`src/rtl/tx_frame_reader_if.sv`:
```
// FIFO read port and MAC transmit stream as seen by the frame reader.
// master = reader side, slave = FIFO/MAC side.
interface tx_frame_reader_if #(
   parameter int unsigned DATA_WIDTH = 8
);
   logic                  fifo_empty;
   logic [DATA_WIDTH-1:0] fifo_data;
   logic                  fifo_read;
   logic [DATA_WIDTH-1:0] tx_mac_data;
   logic                  tx_mac_valid;
   logic                  tx_mac_last;
   logic                  tx_mac_ready;

   modport master (
      input  fifo_empty, fifo_data, tx_mac_ready,
      output fifo_read, tx_mac_data, tx_mac_valid, tx_mac_last
   );

   modport slave (
      output fifo_empty, fifo_data, tx_mac_ready,
      input  fifo_read, tx_mac_data, tx_mac_valid, tx_mac_last
   );
endinterface

```
`src/rtl/tx_frame_reader.sv`:
```
// Pulls queued frames out of the byte FIFO and streams them to the TX MAC,
// with a 2-entry skid buffer and a programmable inter-frame gap.
module tx_frame_reader #(
   parameter int unsigned DATA_WIDTH = 8,
   parameter int unsigned LEN_WIDTH  = 11,
   parameter int unsigned LEN_DEPTH  = 8,
   parameter int unsigned IFG_CYCLES = 12
) (
   input  logic                 clk,
   input  logic                 rst_n,
   input  logic [LEN_WIDTH-1:0] frame_len_in,
   input  logic                 frame_len_valid,
   tx_frame_reader_if.master    bus,
   output logic                 len_full,
   output logic                 len_drop,
   output logic                 underrun,
   output logic                 busy,
   output logic [15:0]          tx_frame_cnt
);
   localparam int unsigned PTR_W = $clog2(LEN_DEPTH);
   localparam int unsigned QP_W  = PTR_W + 1;
   localparam int unsigned GAP_W = (IFG_CYCLES > 1) ? $clog2(IFG_CYCLES + 1) : 1;
   localparam int unsigned CNT_W = 16;

   typedef enum logic [1:0] {
      IDLE = 2'd0,
      SEND = 2'd1,
      GAP  = 2'd2
   } state_e;

   state_e                state_q, state_d;
   logic [LEN_WIDTH-1:0]  rem_rd_q, rem_rd_d;
   logic [LEN_WIDTH-1:0]  rem_tx_q, rem_tx_d;
   logic [GAP_W-1:0]      gap_q, gap_d;
   logic [CNT_W-1:0]      frame_cnt_q, frame_cnt_d;

   logic [LEN_WIDTH-1:0]  lq_mem_q [LEN_DEPTH];
   logic [QP_W-1:0]       lq_wr_q, lq_rd_q;
   logic                  lq_empty_c, lq_full_c, lq_push_c, lq_pop_c;
   logic [LEN_WIDTH-1:0]  lq_head_c;

   logic [DATA_WIDTH-1:0] buf_mem_q [2];
   logic                  buf_wr_q, buf_rd_q;
   logic [1:0]            buf_cnt_q;
   logic                  inflight_q;

   logic                  len_drop_q, under_cond_q, underrun_q;
   logic                  rd_c, valid_c, accept_c, under_cond_c;
   logic [2:0]            occ_c;

   // Length queue status; the extra pointer bit separates full from empty
   assign lq_empty_c = (lq_wr_q == lq_rd_q);
   assign lq_full_c  = (lq_wr_q[PTR_W] != lq_rd_q[PTR_W]) &&
                       (lq_wr_q[PTR_W-1:0] == lq_rd_q[PTR_W-1:0]);
   assign lq_head_c  = lq_mem_q[lq_rd_q[PTR_W-1:0]];
   assign lq_push_c  = frame_len_valid && !lq_full_c && (frame_len_in != '0);

   // Occupancy after this cycle's accept decides whether another read fits
   assign valid_c      = (state_q == SEND) && (buf_cnt_q != 2'd0);
   assign accept_c     = valid_c && bus.tx_mac_ready;
   assign occ_c        = 3'(buf_cnt_q) + 3'(inflight_q) - 3'(accept_c);
   assign under_cond_c = (state_q == SEND) && (rem_rd_q != '0) && (buf_cnt_q == 2'd0) &&
                         !inflight_q && bus.fifo_empty;

   always_comb begin
      state_d     = state_q;
      rem_rd_d    = rem_rd_q;
      rem_tx_d    = rem_tx_q;
      gap_d       = gap_q;
      frame_cnt_d = frame_cnt_q;
      lq_pop_c    = 1'b0;
      rd_c        = 1'b0;
      case (state_q)
         IDLE: begin
            if (!lq_empty_c) begin
               lq_pop_c = 1'b1;
               rem_rd_d = lq_head_c;
               rem_tx_d = lq_head_c;
               state_d  = SEND;
            end
         end
         SEND: begin
            rd_c = (rem_rd_q != '0) && !bus.fifo_empty && (occ_c < 3'd2);
            if (rd_c) begin
               rem_rd_d = rem_rd_q - LEN_WIDTH'(1);
            end
            if (accept_c) begin
               rem_tx_d = rem_tx_q - LEN_WIDTH'(1);
               if (rem_tx_q == LEN_WIDTH'(1)) begin
                  frame_cnt_d = frame_cnt_q + CNT_W'(1);
                  if (IFG_CYCLES == 0) begin
                     state_d = IDLE;
                  end else begin
                     state_d = GAP;
                     gap_d   = GAP_W'(IFG_CYCLES);
                  end
               end
            end
         end
         GAP: begin
            gap_d = gap_q - GAP_W'(1);
            if (gap_q <= GAP_W'(1)) begin
               state_d = IDLE;
            end
         end
         default: begin
            state_d = IDLE;
         end
      endcase
   end

   always_ff @(posedge clk or negedge rst_n) begin
      if (!rst_n) begin
         state_q      <= IDLE;
         rem_rd_q     <= '0;
         rem_tx_q     <= '0;
         gap_q        <= '0;
         frame_cnt_q  <= '0;
         lq_wr_q      <= '0;
         lq_rd_q      <= '0;
         len_drop_q   <= 1'b0;
         under_cond_q <= 1'b0;
         underrun_q   <= 1'b0;
      end else begin
         state_q      <= state_d;
         rem_rd_q     <= rem_rd_d;
         rem_tx_q     <= rem_tx_d;
         gap_q        <= gap_d;
         frame_cnt_q  <= frame_cnt_d;
         if (lq_push_c) lq_wr_q <= lq_wr_q + QP_W'(1);
         if (lq_pop_c)  lq_rd_q <= lq_rd_q + QP_W'(1);
         len_drop_q   <= frame_len_valid && !lq_push_c;
         under_cond_q <= under_cond_c;
         underrun_q   <= under_cond_c && !under_cond_q;
      end
   end

   always_ff @(posedge clk) begin
      if (lq_push_c) begin
         lq_mem_q[lq_wr_q[PTR_W-1:0]] <= frame_len_in;
      end
   end

   // Skid buffer: FIFO data lands one cycle after the read strobe
   always_ff @(posedge clk or negedge rst_n) begin
      if (!rst_n) begin
         buf_mem_q[0] <= '0;
         buf_mem_q[1] <= '0;
         buf_wr_q     <= 1'b0;
         buf_rd_q     <= 1'b0;
         buf_cnt_q    <= 2'd0;
         inflight_q   <= 1'b0;
      end else begin
         inflight_q <= rd_c;
         if (inflight_q) begin
            buf_mem_q[buf_wr_q] <= bus.fifo_data;
            buf_wr_q            <= ~buf_wr_q;
         end
         if (accept_c) begin
            buf_rd_q <= ~buf_rd_q;
         end
         buf_cnt_q <= buf_cnt_q + 2'(inflight_q) - 2'(accept_c);
      end
   end

   assign bus.fifo_read    = rd_c;
   assign bus.tx_mac_data  = buf_mem_q[buf_rd_q];
   assign bus.tx_mac_valid = valid_c;
   assign bus.tx_mac_last  = valid_c && (rem_tx_q == LEN_WIDTH'(1));
   assign len_full         = lq_full_c;
   assign len_drop         = len_drop_q;
   assign underrun         = underrun_q;
   assign busy             = (state_q != IDLE);
   assign tx_frame_cnt     = frame_cnt_q;
endmodule

```
`src/flat_wrapper.sv`:
```
// flat-port wrapper written by rule: the top's interface ports become plain ports
module tx_frame_reader_flat 
#(
   parameter int unsigned DATA_WIDTH = 8,
   parameter int unsigned LEN_WIDTH  = 11,
   parameter int unsigned LEN_DEPTH  = 8,
   parameter int unsigned IFG_CYCLES = 12
)
  (clk, rst_n, frame_len_in, frame_len_valid, len_full, len_drop, underrun, busy, tx_frame_cnt, bus_fifo_empty, bus_fifo_data, bus_tx_mac_ready, bus_fifo_read, bus_tx_mac_data, bus_tx_mac_valid, bus_tx_mac_last);
  tx_frame_reader_if #(.DATA_WIDTH(DATA_WIDTH)) bus_i ();
  input  logic clk;
  input  logic rst_n;
  input  logic [LEN_WIDTH-1:0] frame_len_in;
  input  logic frame_len_valid;
  output logic len_full;
  output logic len_drop;
  output logic underrun;
  output logic busy;
  output logic [15:0] tx_frame_cnt;
  input wire logic [$bits(bus_i.fifo_empty)-1:0] bus_fifo_empty;
  input wire logic [$bits(bus_i.fifo_data)-1:0] bus_fifo_data;
  input wire logic [$bits(bus_i.tx_mac_ready)-1:0] bus_tx_mac_ready;
  output wire logic [$bits(bus_i.fifo_read)-1:0] bus_fifo_read;
  output wire logic [$bits(bus_i.tx_mac_data)-1:0] bus_tx_mac_data;
  output wire logic [$bits(bus_i.tx_mac_valid)-1:0] bus_tx_mac_valid;
  output wire logic [$bits(bus_i.tx_mac_last)-1:0] bus_tx_mac_last;
  assign bus_i.fifo_empty = bus_fifo_empty;
  assign bus_i.fifo_data = bus_fifo_data;
  assign bus_i.tx_mac_ready = bus_tx_mac_ready;
  assign bus_fifo_read = bus_i.fifo_read;
  assign bus_tx_mac_data = bus_i.tx_mac_data;
  assign bus_tx_mac_valid = bus_i.tx_mac_valid;
  assign bus_tx_mac_last = bus_i.tx_mac_last;
  tx_frame_reader #(.DATA_WIDTH(DATA_WIDTH), .LEN_WIDTH(LEN_WIDTH), .LEN_DEPTH(LEN_DEPTH), .IFG_CYCLES(IFG_CYCLES)) u_core (.clk(clk), .rst_n(rst_n), .frame_len_in(frame_len_in), .frame_len_valid(frame_len_valid), .bus(bus_i), .len_full(len_full), .len_drop(len_drop), .underrun(underrun), .busy(busy), .tx_frame_cnt(tx_frame_cnt));
endmodule
```
`config.mk`:
```
export PLATFORM = sky130hd
export DESIGN_NAME = tx_frame_reader_flat
export DESIGN_NICKNAME = d
export VERILOG_FILES = /design/src/rtl/tx_frame_reader_if.sv /design/src/rtl/tx_frame_reader.sv /design/src/flat_wrapper.sv
export SDC_FILE = /design/constraint.sdc
export NUM_CORES = 1
export LEC_CHECK = 0
export ABC_AREA = 1
export CAP_MARGIN = 0
export CORE_UTILIZATION = 40
export CTS_CLUSTER_DIAMETER = 120
export DETAILED_ROUTE_END_ITERATION = 6
export GPL_TIMING_DRIVEN = 0
export HOLD_SLACK_MARGIN = 0.05
export PLACE_DENSITY = 0.63
export SETUP_SLACK_MARGIN = 0.1
export SLEW_MARGIN = 20
export SYNTH_ARGS = -nofsm -noshare
export SYNTH_HDL_FRONTEND = slang
export SYNTH_SLANG_ARGS = --single-unit
```
`constraint.sdc`:
```
create_clock -name clk -period 3.3 [get_ports clk]
set_input_delay 0.66 -clock clk [delete_from_list [all_inputs] [get_ports clk]]
set_output_delay 0.66 -clock clk [all_outputs]
set_load 0.005 [all_outputs]
```
==> impl_metrics.ini <==
[outcome]
status = finished, violations left
violations = setup timing

[floorplanning]
rows = 51
start_util_pct = 41.4
die_w_um = 145
die_h_um = 145
die-area_um2 = 21000
coreArea_um2 = 19700
io_pins = 55

[layout]
syn_to_final_growth_pct = 20.9
multiInputGateArea_um2 = 3150
layout_common_cells = nand2_1 (392), inv_1 (102), nand3_1 (94)
nNetsFinal = 1108
fill_cells = 1899
final_common_cell = nand2_1
fin_area_um2 = 9860
diodes = 0
regArea_um2 = 4540
final_util_pct = 50.0
drive_gt1_share_pct = 9.80

[clock_tree]
numCtsBuffers = 17
cts_max_level = 4
tritoncts = yes
clk_pin_slew_ps = 70
ctsHoldBuffers = 0
cts_sinks = 164
root_buffer = clkbuf_16
clockBufferDepth = 2
insertion_delay_ps = 430

[worst_setup_path]
path_delay_family = buffers and inverters
cp_slowest_cell = fa_2
timing.rr.start = u_core.state_q[1]
endpoint = u_core.inflight_q
reg2regPathDepth = 25
end_kind = register
worst-setup-path-type = reg2reg
r2r_end = u_core.inflight_q
cp.depth = 25
cp_data_arrival_time_ps = 3790
crit_path_start_kind = register
crit_top_cell = buf_4
crit_fanout = 3
critPathRequiredTime_ps = 3620
slowest_delay_ps = 530
crit_buf_inv = 15
crit_start = u_core.state_q[1]
r2r_slack_ps = -170

[route]
drc_errors = 0
firstDrtPassIters = 5
drt_iter0_markers = 504
ant_nets = 0
avgViaCountPerCell = 4.84
wl_mm = 19.9
wl_per_cell_um = 14.8
vias = 6515

[logic_synthesis]
yosys.area.top_type = edfxtp_1
async_flop_share_pct = 46.3
synth_nets = 1014
syn_avg_cell_area_um2 = 8.37
synth_ff_type = edfxtp_1
synth-edff-count = 88
synth_top_area_share_pct = 32.4
synthTopCellsByArea = edfxtp_1 (32%), dfrtp_1 (23%), nand2_1 (18%), nand3_1 (5.8%), inv_1 (4.8%)
synth_area_um2 = 8160
ys_ff_latch = 164
synth_cells = 975
ys_warn_count = 0
synth_cell_types = 34
yosysSeqAreaShare_pct = 55.7

[timing]
clock_skew_ps = 11.6
layout_worst_path_cycle_share_pct = 105
fmax_ghz = 0.288
rsz0062_at_grt = yes
final.setup.worst_slack_ps = -169
whs_ps = 131
finalSetupViolations = 2
slew_viol_final = 0
min_period_ps = 3470
hold_viol_final = 0
worst_slew_pin_slew_ps = 810
slew_headroom_pct = 46.0

[power]
vdd_drop_max_mv = 0.515
power-per-cell-area_nw_per_um2 = 910
power_frac_clock_pct = 21.2
p_sw_mw = 3.79
static-leakage-power_nw = 4.61
p_int_mw = 5.19
p_seq_share_pct = 34.0
power.share.combinational_pct = 44.8
p_sw_share_pct = 42.2

[grt]
first_global_vias = 6211
grt_overflow = 0
grt_max_degree = 56
grt_use_total_pct = 20.5
grt_pass1_wl_mm = 32.0
antenna_found_initial = 0

[hold_path]
hold_path_class = in2async

[placement]
pre_cts_ws_ps = -720
dp_hpwl_mm = 13.2
routabilityCongestion = 0.855
placedInstanceArea_um2 = 9070
io_buffers = 54

[run]
maxCapViolations = 0
## sequential cells by signal, indices dropped and copies added (netlist names)
register	count
u_core.len_drop	1
u_core.buf_mem_q	16
u_core.lq_wr_q	4
u_core.buf_wr_q	1
u_core.lq_mem_q	88
u_core.buf_rd_q	1
u_core.buf_cnt_q	2
u_core.lq_rd_q	4
u_core.rem_rd_q	11
u_core.underrun	1
u_core.state_q	2
u_core.inflight_q	1
u_core.gap_q	4
u_core.tx_frame_cnt	16
u_core.rem_tx_q	11
u_core.under_cond_q	1
## metrics by stage
| stage | TNS (ps) | power, mW | instances |
|---|---|---|---|
| after floorplan | 0 | 5.62 | 975 |
| after global placement | -131450 | 6.81 | 1294 |
| after detailed placement | -22770 | 6.89 | 1295 |
| after CTS | -275 | 8.95 | 1346 |
| after global routing | -615 | 9.72 | 1347 |
| final | -337 | 8.97 | 1347 |
## cell usage after synthesis, types with 3 or more instances
master    number
nand2_1      394
inv_1        104
nand3_1       94
edfxtp_1      88
dfrtp_1       76
nor2_1        61
o21ai_0       34
ha_1          14
xor2_1        13
clkbuf_1      12
nor3_1        11
buf_2         10
nand2_2        9
nand4_1        8
a21oi_1        7
buf_1          5
xnor2_1        5
nor2_2         4
or2_2          4
inv_2          3
o21bai_1       3
## worst reg2reg max path, cell delays in order (launching register included)
cell	delay [ps]
dfrtp_1	390
inv_2	80
ha_4	140
inv_4	40
nor2_4	140
nand2_4	80
buf_6	130
nand2_4	60
nand2_4	50
ha_4	150
fa_2	530
inv_2	30
nand4_1	100
inv_1	70
o21ai_2	80
nor2_2	70
buf_4	170
buf_4	120
buf_4	120
buf_4	120
buf_4	120
buf_4	120
buf_4	120
buf_4	120
buf_4	120
buf_4	120
## worst min path at each step
stage | from | to | slack [ps] | cells after the start
floorplan | rst_n | u_core.buf_cnt_q[0] | 360 | 0
global placement | u_core.under_cond_q | u_core.underrun | 390 | 1
detailed placement | u_core.under_cond_q | u_core.underrun | 400 | 1
CTS | rst_n | u_core.rem_rd_q[2] | 130 | 1
global route | rst_n | u_core.rem_rd_q[2] | 140 | 1
finish | rst_n | u_core.rem_rd_q[2] | 130 | 1
## power by group through the flow
| stage | logic (mW) | clock network [mW] | registers [mW] |
|---|---|---|---|
| 2_1_floorplan | 2.64 | 0 | 2.98 |
| 3_5_place_dp | 3.82 | 0 | 3.07 |
| 4_1_cts | 3.98 | 1.94 | 3.04 |
| 5_1_grt | 4.58 | 2.03 | 3.11 |
| 6_report | 4.02 | 1.90 | 3.05 |
| 3_3_place_gp | 3.75 | 0 | 3.06 |
## final cells by class
type | count | share of cell area [%]
clock buffers | 18 | 4.35
multi-input cells | 672 | 32.0
clock inverters | 14 | 1.28
inverters | 108 | 4.13
flip-flops and latches | 164 | 46.1
well taps | 265 | 3.36
plain buffers | 31 | 1.53
repair buffers | 75 | 7.31
## logic make-up after synthesis
family / after synthesis / share of synthesized area (%)
compound gates: 47 / 3.04
flops: 164 / 55.7
simple gates: 592 / 30.1
fa+ha+maj: 15 / 2.39
xor+xnor: 18 / 1.93
buf+inv: 139 / 6.82
## what timing repair did
| item | CTS | global route |
|---|---|---|
| setup buffers | 20 | 1 |
| pin swaps | 6 | 4 |
| setup endpoints to repair | 35 | 14 |
| cloned | 0 | 0 |
| gates resized for setup | 19 | 12 |
| hold endpoints to repair | 0 | 0 |
## routing by layer
metal | up-vias | global-route usage [%] | share of wire (%)
li1 | 3281 | - | -
met1 | 3067 | 26.6 | 45
met2 | 149 | 34.8 | 49
met3 | 18 | 4.24 | 5.0
met4 | 0 | 5.71 | 1.1
met5 | - | 0 | 0
(Power assumes the default switching activity.)
==> patch 1 (same flow settings) <==
Register the output `tx_frame_cnt` once more, with the module's reset; this adds one clock of latency there. The other outputs are not delayed to match.
--- a/src/rtl/tx_frame_reader.sv
+++ b/src/rtl/tx_frame_reader.sv
@@ -173,3 +173,9 @@
    assign busy             = (state_q != IDLE);
-   assign tx_frame_cnt     = frame_cnt_q;
+   always_ff @(posedge clk or negedge rst_n) begin
+      if (!rst_n) begin
+         tx_frame_cnt <= '0;
+      end else begin
+         tx_frame_cnt <= frame_cnt_q;
+      end
+   end
 endmodule
Formal check against the unedited RTL: not equivalent (Yosys sat finds a counterexample within 10 cycles, from zero or initial values and one cycle with rst_n low).
==> patch 1 against the unedited design <==
The flow still finishes with violations (setup timing). First-iteration DRC count shrank 15%. Final area rose by 4.9%. Sequential cell count grew 16. Synthesized cell count grew 1.6%. Critical path depth fell by 10. Area after synthesis grew 5.0%. Total power increased by 5.2%. Fmax shrank 1.2%. Sequential share of layout area rose by 1.7 points. Non-clock buffer count is 2 higher. Worst setup slack worse by 0.044 ns. Routed wire length down 1.1%. Count of clock-buffer cells in the layout grew 1. Largest cell class unchanged.
==> patch 1: results (changes against the unedited design) <==
Status
* outcome: finished with violations
* failing checks: setup timing

Clock network
* CTS root buf: sky130_fd_sc_hd__clkbuf_16
* maximum level of the CTS H-tree: 4, unchanged
* maximum clock insertion buffer count: 2, unchanged
* clock buffers created by TritonCTS: 17, unchanged
* clock latency of the later-clocked register in the worst-skew pair: 0.43 ns, about the same
* clock slew seen by the registers of the worst setup and hold paths: 0.07 ns, about the same

Route
* Avg WL per Cell: 14.3 µm, -3.1%
* 1st-pass router iterations: 5, unchanged
* 1st-iter DRT viols: 429, -15%
* Via density: 4.81, -0.64%
* total via count after detailed routing: 6608, +1.4%

Power and ir drop
* switching power share of the total: 42.0%, -0.15 points
* static leakage: 0.00483 µW, +4.7%
* peak supply drop: 0.411 mV, -20%

Global route
* first-pass GRT wire length: 31.7 mm, -0.84%
* number of global-route vias before repair: 6245, +0.55%
* largest net degree at the start of global routing: 49, -13%
* Total GRT Usage: 18.9%, -1.6 points
* initial antenna violation count: 0, unchanged

Synthesis
* synthesis warning total: 0, unchanged
* number of library cell types mapped by synthesis: 36, +5.9%
* portion of the post-synthesis area used by sequential elements: 57.7%, +2.0 points
* top cells by instance count after synthesis: sky130_fd_sc_hd__nand2_1, sky130_fd_sc_hd__inv_1, sky130_fd_sc_hd__dfrtp_1
* post-synthesis net count: 1030, +1.6%
* Area contributors post-synth: sky130_fd_sc_hd__edfxtp_1, sky130_fd_sc_hd__dfrtp_1, sky130_fd_sc_hd__nand2_1
* share of synthesized registers carrying an async set or reset: 51.1%, +4.8 points
* primary flip-flop cell chosen by synthesis mapping: sky130_fd_sc_hd__dfrtp_1
* number of instances in the synthesized netlist: 991, +1.6%
* count of flip-flops with a built-in enable after synthesis: 88, unchanged

STA
* worst setup skew after layout: 0.00735 ns, -0.00428 ns
* actual slew at the worst max-slew pin: 0.794 ns, -0.0160 ns
* post-route worst setup slack: -0.213 ns, -0.0439 ns
* setup TNS after final layout: -0.713 ns, -0.377 ns
* final number of setup-violating endpoints: 11, +9

Placed design
* HPWL reported at the end of detailed placement: 12.9 mm, -2.2%
* placer's final routability congestion estimate: 0.817, -4.4%
* Placement Cell Area: 0.00949 mm², +4.7%
* IO buf count: 54, unchanged
* Place WS: -0.722 ns, -0.00137 ns
* Cells after DPL: 1321, +2.0%

Final layout
* max FFs per register: 88, unchanged
* total number of nets in the final design: 1126, +1.6%
* share of final-layout standard cells stronger than drive strength 1: 11.1%, +1.3 points
* number of antenna cells inserted: 0, unchanged

Hold path
* type of the worst min-delay path: in2async

Worst setup path
* arrival time worst endpoint: 2.85 ns, -0.94 ns
* critical path fanouts, max: 5, +2

patch 1: what timing repair did:
| action | CTS | global route |
|---|---|---|
| buffers inserted | 21 | 4 |
| resized for setup | 22 | 17 |
| gates cloned | 0 | 2 |
| pin swaps | 9 | 15 |
| endpoints found under the setup margin | 24 | 12 |
| hold buffers | 0 | 0 |
patch 1: worst max-delay path: stages, from the launching register on:
cell	delay (ns)
sky130_fd_sc_hd__dfrtp_1	0.39
sky130_fd_sc_hd__inv_2	0.08
sky130_fd_sc_hd__ha_4	0.15
sky130_fd_sc_hd__inv_6	0.04
sky130_fd_sc_hd__nor2_4	0.12
sky130_fd_sc_hd__nand2_2	0.08
sky130_fd_sc_hd__or2_4	0.27
sky130_fd_sc_hd__nand2_2	0.08
sky130_fd_sc_hd__ha_4	0.12
sky130_fd_sc_hd__fa_1	0.41
sky130_fd_sc_hd__nor2_1	0.10
sky130_fd_sc_hd__nand2_1	0.07
sky130_fd_sc_hd__nor2_2	0.14
sky130_fd_sc_hd__nand2_2	0.08
sky130_fd_sc_hd__nor2_2	0.12
sky130_fd_sc_hd__buf_2	0.15
patch 1: routing by layer:
metal	vias up	GRT usage (%)	part of all wire, %
li1	3332	-	-
met1	3079	25.3	47
met2	169	30.6	47
met3	28	3.80	4.7
met4	0	6.49	1.8
met5	-	0	0
patch 1: area by class of cell:
cell class / count / area (µm²)
well taps: 275 / 344
inverters: 106 / 403
multi-input cells: 674 / 3170
repair buffers: 77 / 742
clock buffers: 19 / 433
flip-flops and latches: 180 / 4950
plain buffers: 31 / 165
clock inverters: 13 / 144
fillers: 1954 / 10700
patch 1: power by group through the flow:
stage | logic (µW) | registers, µW | clock network, µW
CTS | 4100 | 3230 | 1990
global placement | 3790 | 3260 | 0
global route | 4770 | 3310 | 2080
detailed placement | 3880 | 3260 | 0
finish | 4240 | 3240 | 1960
floorplan | 2690 | 3190 | 0
patch 1: kinds of logic after synthesis:
kind of cell	share of synthesized area (%)
fa+ha+maj	2.28
flops	57.7
simple gates	29.1
xor+xnor	1.64
buf+inv	6.57
compound gates	2.74
patch 1: final timing paths:
kind	endpoint	slack, ns	startpoint	depth (start not counted)
worst max-delay path	bus_fifo_read	-0.21	u_core.state_q[1]$_DFFE_PN0P_	15
worst min-delay path	u_core.buf_mem_q[5]$_DFFE_PN0P_	0.15	rst_n	1
worst max register to register	u_core.rem_rd_q[5]$_DFFE_PN0P_	-0.06	u_core.state_q[1]$_DFFE_PN0P_	24
worst min register to register	u_core.underrun$_DFF_PN0_	0.41	u_core.under_cond_q$_DFF_PN0_	1
max in group asynchronous	u_core.state_q[0]$_DFFE_PN0P_	2.55	rst_n	2
min in group clk	u_core.underrun$_DFF_PN0_	0.41	u_core.under_cond_q$_DFF_PN0_	1
==> patch 2 (same settings) <==
Without the edit above. `DATA_WIDTH` is set to 8 in 3 places; all go to 9.
--- a/src/rtl/tx_frame_reader_if.sv
+++ b/src/rtl/tx_frame_reader_if.sv
@@ -3,3 +3,3 @@
 interface tx_frame_reader_if #(
-   parameter int unsigned DATA_WIDTH = 8
+   parameter int unsigned DATA_WIDTH = 9
 );
--- a/src/rtl/tx_frame_reader.sv
+++ b/src/rtl/tx_frame_reader.sv
@@ -3,3 +3,3 @@
 module tx_frame_reader #(
-   parameter int unsigned DATA_WIDTH = 8,
+   parameter int unsigned DATA_WIDTH = 9,
    parameter int unsigned LEN_WIDTH  = 11,
--- a/src/flat_wrapper.sv
+++ b/src/flat_wrapper.sv
@@ -3,3 +3,3 @@
 #(
-   parameter int unsigned DATA_WIDTH = 8,
+   parameter int unsigned DATA_WIDTH = 9,
    parameter int unsigned LEN_WIDTH  = 11,
Interface: changed (resized bus_fifo_data and bus_tx_mac_data); port bits go from 55 to 57. No check against the original RTL was run, so the function may have changed too.
==> patch 2 against the unedited design <==
The flow still finishes with violations (setup timing). Worst setup slack worse by 0.12 ns. Sequential cell count is 2 higher. Area after synthesis is 0.61% lower. Final area is 0.62% lower. Combinational power is 3% lower. Critical path depth is 9 lower. Total power is 0.47% higher. Final cell count is 2.7% lower. Die area is 0.61% lower. Routed wire length is 6.2% lower. Largest cell class unchanged.
==> patch 2: results (changes against the unedited design) <==
Power and ir drop
* peak supply drop: 0.544 mV, +5.6%
* static leakage: 0.00440 µW, -4.6%
* total net switching power: 3770 µW, -0.37%
* part of the power in combinational logic: 43.4%, -1.4 points
* ratio of total power to cell area: 920 mW/mm², +1.1%

STA
* Max-Slew Margin vs Limit: 24.5%, -21 points
* final number of setup-violating endpoints: 1, -1
* post-route worst setup slack: -0.292 ns, -0.123 ns
* worst setup skew after layout: 0.0109 ns, -0.000726 ns

Synthesis
* Area contributors post-synth: sky130_fd_sc_hd__edfxtp_1, sky130_fd_sc_hd__dfrtp_1, sky130_fd_sc_hd__nand2_1
* share of synthesized registers carrying an async set or reset: 47.0%, +0.65 points
* adder-cell area share of the yosys netlist: 2.41%, +0.015 points
* Post-Synth XOR/XNOR Area: 1.94%, +0.012 points
* post-synthesis net count: 984, -3.0%
* top cells by instance count after synthesis: sky130_fd_sc_hd__nand2_1, sky130_fd_sc_hd__edfxtp_1, sky130_fd_sc_hd__nor2_1
* portion of the post-synthesis area used by sequential elements: 56.6%, +0.96 points

Route
* total via count after detailed routing: 6327, -2.9%
* Avg WL per Cell: 14.2 µm, -3.6%
* 1st-iter DRT viols: 382, -24%
* wire length reported by the detailed router: 18.7 mm, -6.2%
* Met1 Wirelength: 8.27 mm, -7.6%

Worst setup path
* stage delay of the slowest cell on the critical path: 0.41 ns, -0.12 ns
* arrival time worst endpoint: 2.93 ns, -0.86 ns
* slowest library cell on the worst path: sky130_fd_sc_hd__fa_1
* top cell family by delay on the critical path: simple AND/OR/NAND/NOR gates
* critical path fanouts, max: 8, +5
* cell count of the worst reg-to-reg path: 18, -28%

Final layout
* Clock-cell share: 6.23%, +0.60 points
* share of final-layout standard cells stronger than drive strength 1: 9.66%, -0.14 points
* flip-flop and latch share of the layout cell area: 46.9%, +0.80 points
* Non-clock inverters: 71, -34%
* area overhead of the layout relative to synthesis: 20.9%, about the same
* Non-Clock Buffer Area Fraction: 8.33%, -0.51 points
* count of plain and timing-repair buffers in the layout: 99, -6.6%
* total number of nets in the final design: 1073, -3.2%

Placed design
* Place WS: -0.857 ns, -0.137 ns
* Cells after DPL: 1268, -2.1%
* Placement Cell Area: 0.00905 mm², -0.23%
* HPWL reported at the end of detailed placement: 12.9 mm, -2.0%
* IO buf count: 56, +3.7%
* placer's final routability congestion estimate: 0.859, +0.49%

Status
* outcome: finished with violations
* failing checks: setup timing

Global route
* number of global-route vias before repair: 6133, -1.3%
* met3 usage in global routing: 3.68%, -0.57 points
* largest net degree at the start of global routing: 42, -25%
* Total GRT Usage: 19.6%, -0.90 points

[patch 2: path summary, 6_finish.rpt]
| kind | to | from | slack [ns] |
|---|---|---|---|
| max | bus_fifo_read | u_core.state_q[1]$_DFFE_PN0P_ | -0.29 |
| min | u_core.rem_tx_q[3]$_DFFE_PN0P_ | rst_n | 0.23 |
| max reg2reg | u_core.rem_rd_q[5]$_DFFE_PN0P_ | u_core.state_q[1]$_DFFE_PN0P_ | 0.45 |
| min reg2reg | u_core.underrun$_DFF_PN0_ | u_core.under_cond_q$_DFF_PN0_ | 0.40 |
| max in group asynchronous | u_core.gap_q[1]$_DFFE_PN0P_ | rst_n | 2.46 |
| min in group clk | u_core.underrun$_DFF_PN0_ | u_core.under_cond_q$_DFF_PN0_ | 0.40 |
[patch 2: timing repair]
| item | in CTS | in global routing |
|---|---|---|
| pin swaps | 7 | 6 |
| gates resized for setup | 16 | 4 |
| setup buffers | 8 | 3 |
| gates cloned | 0 | 0 |
| setup endpoints to repair | 11 | 1 |
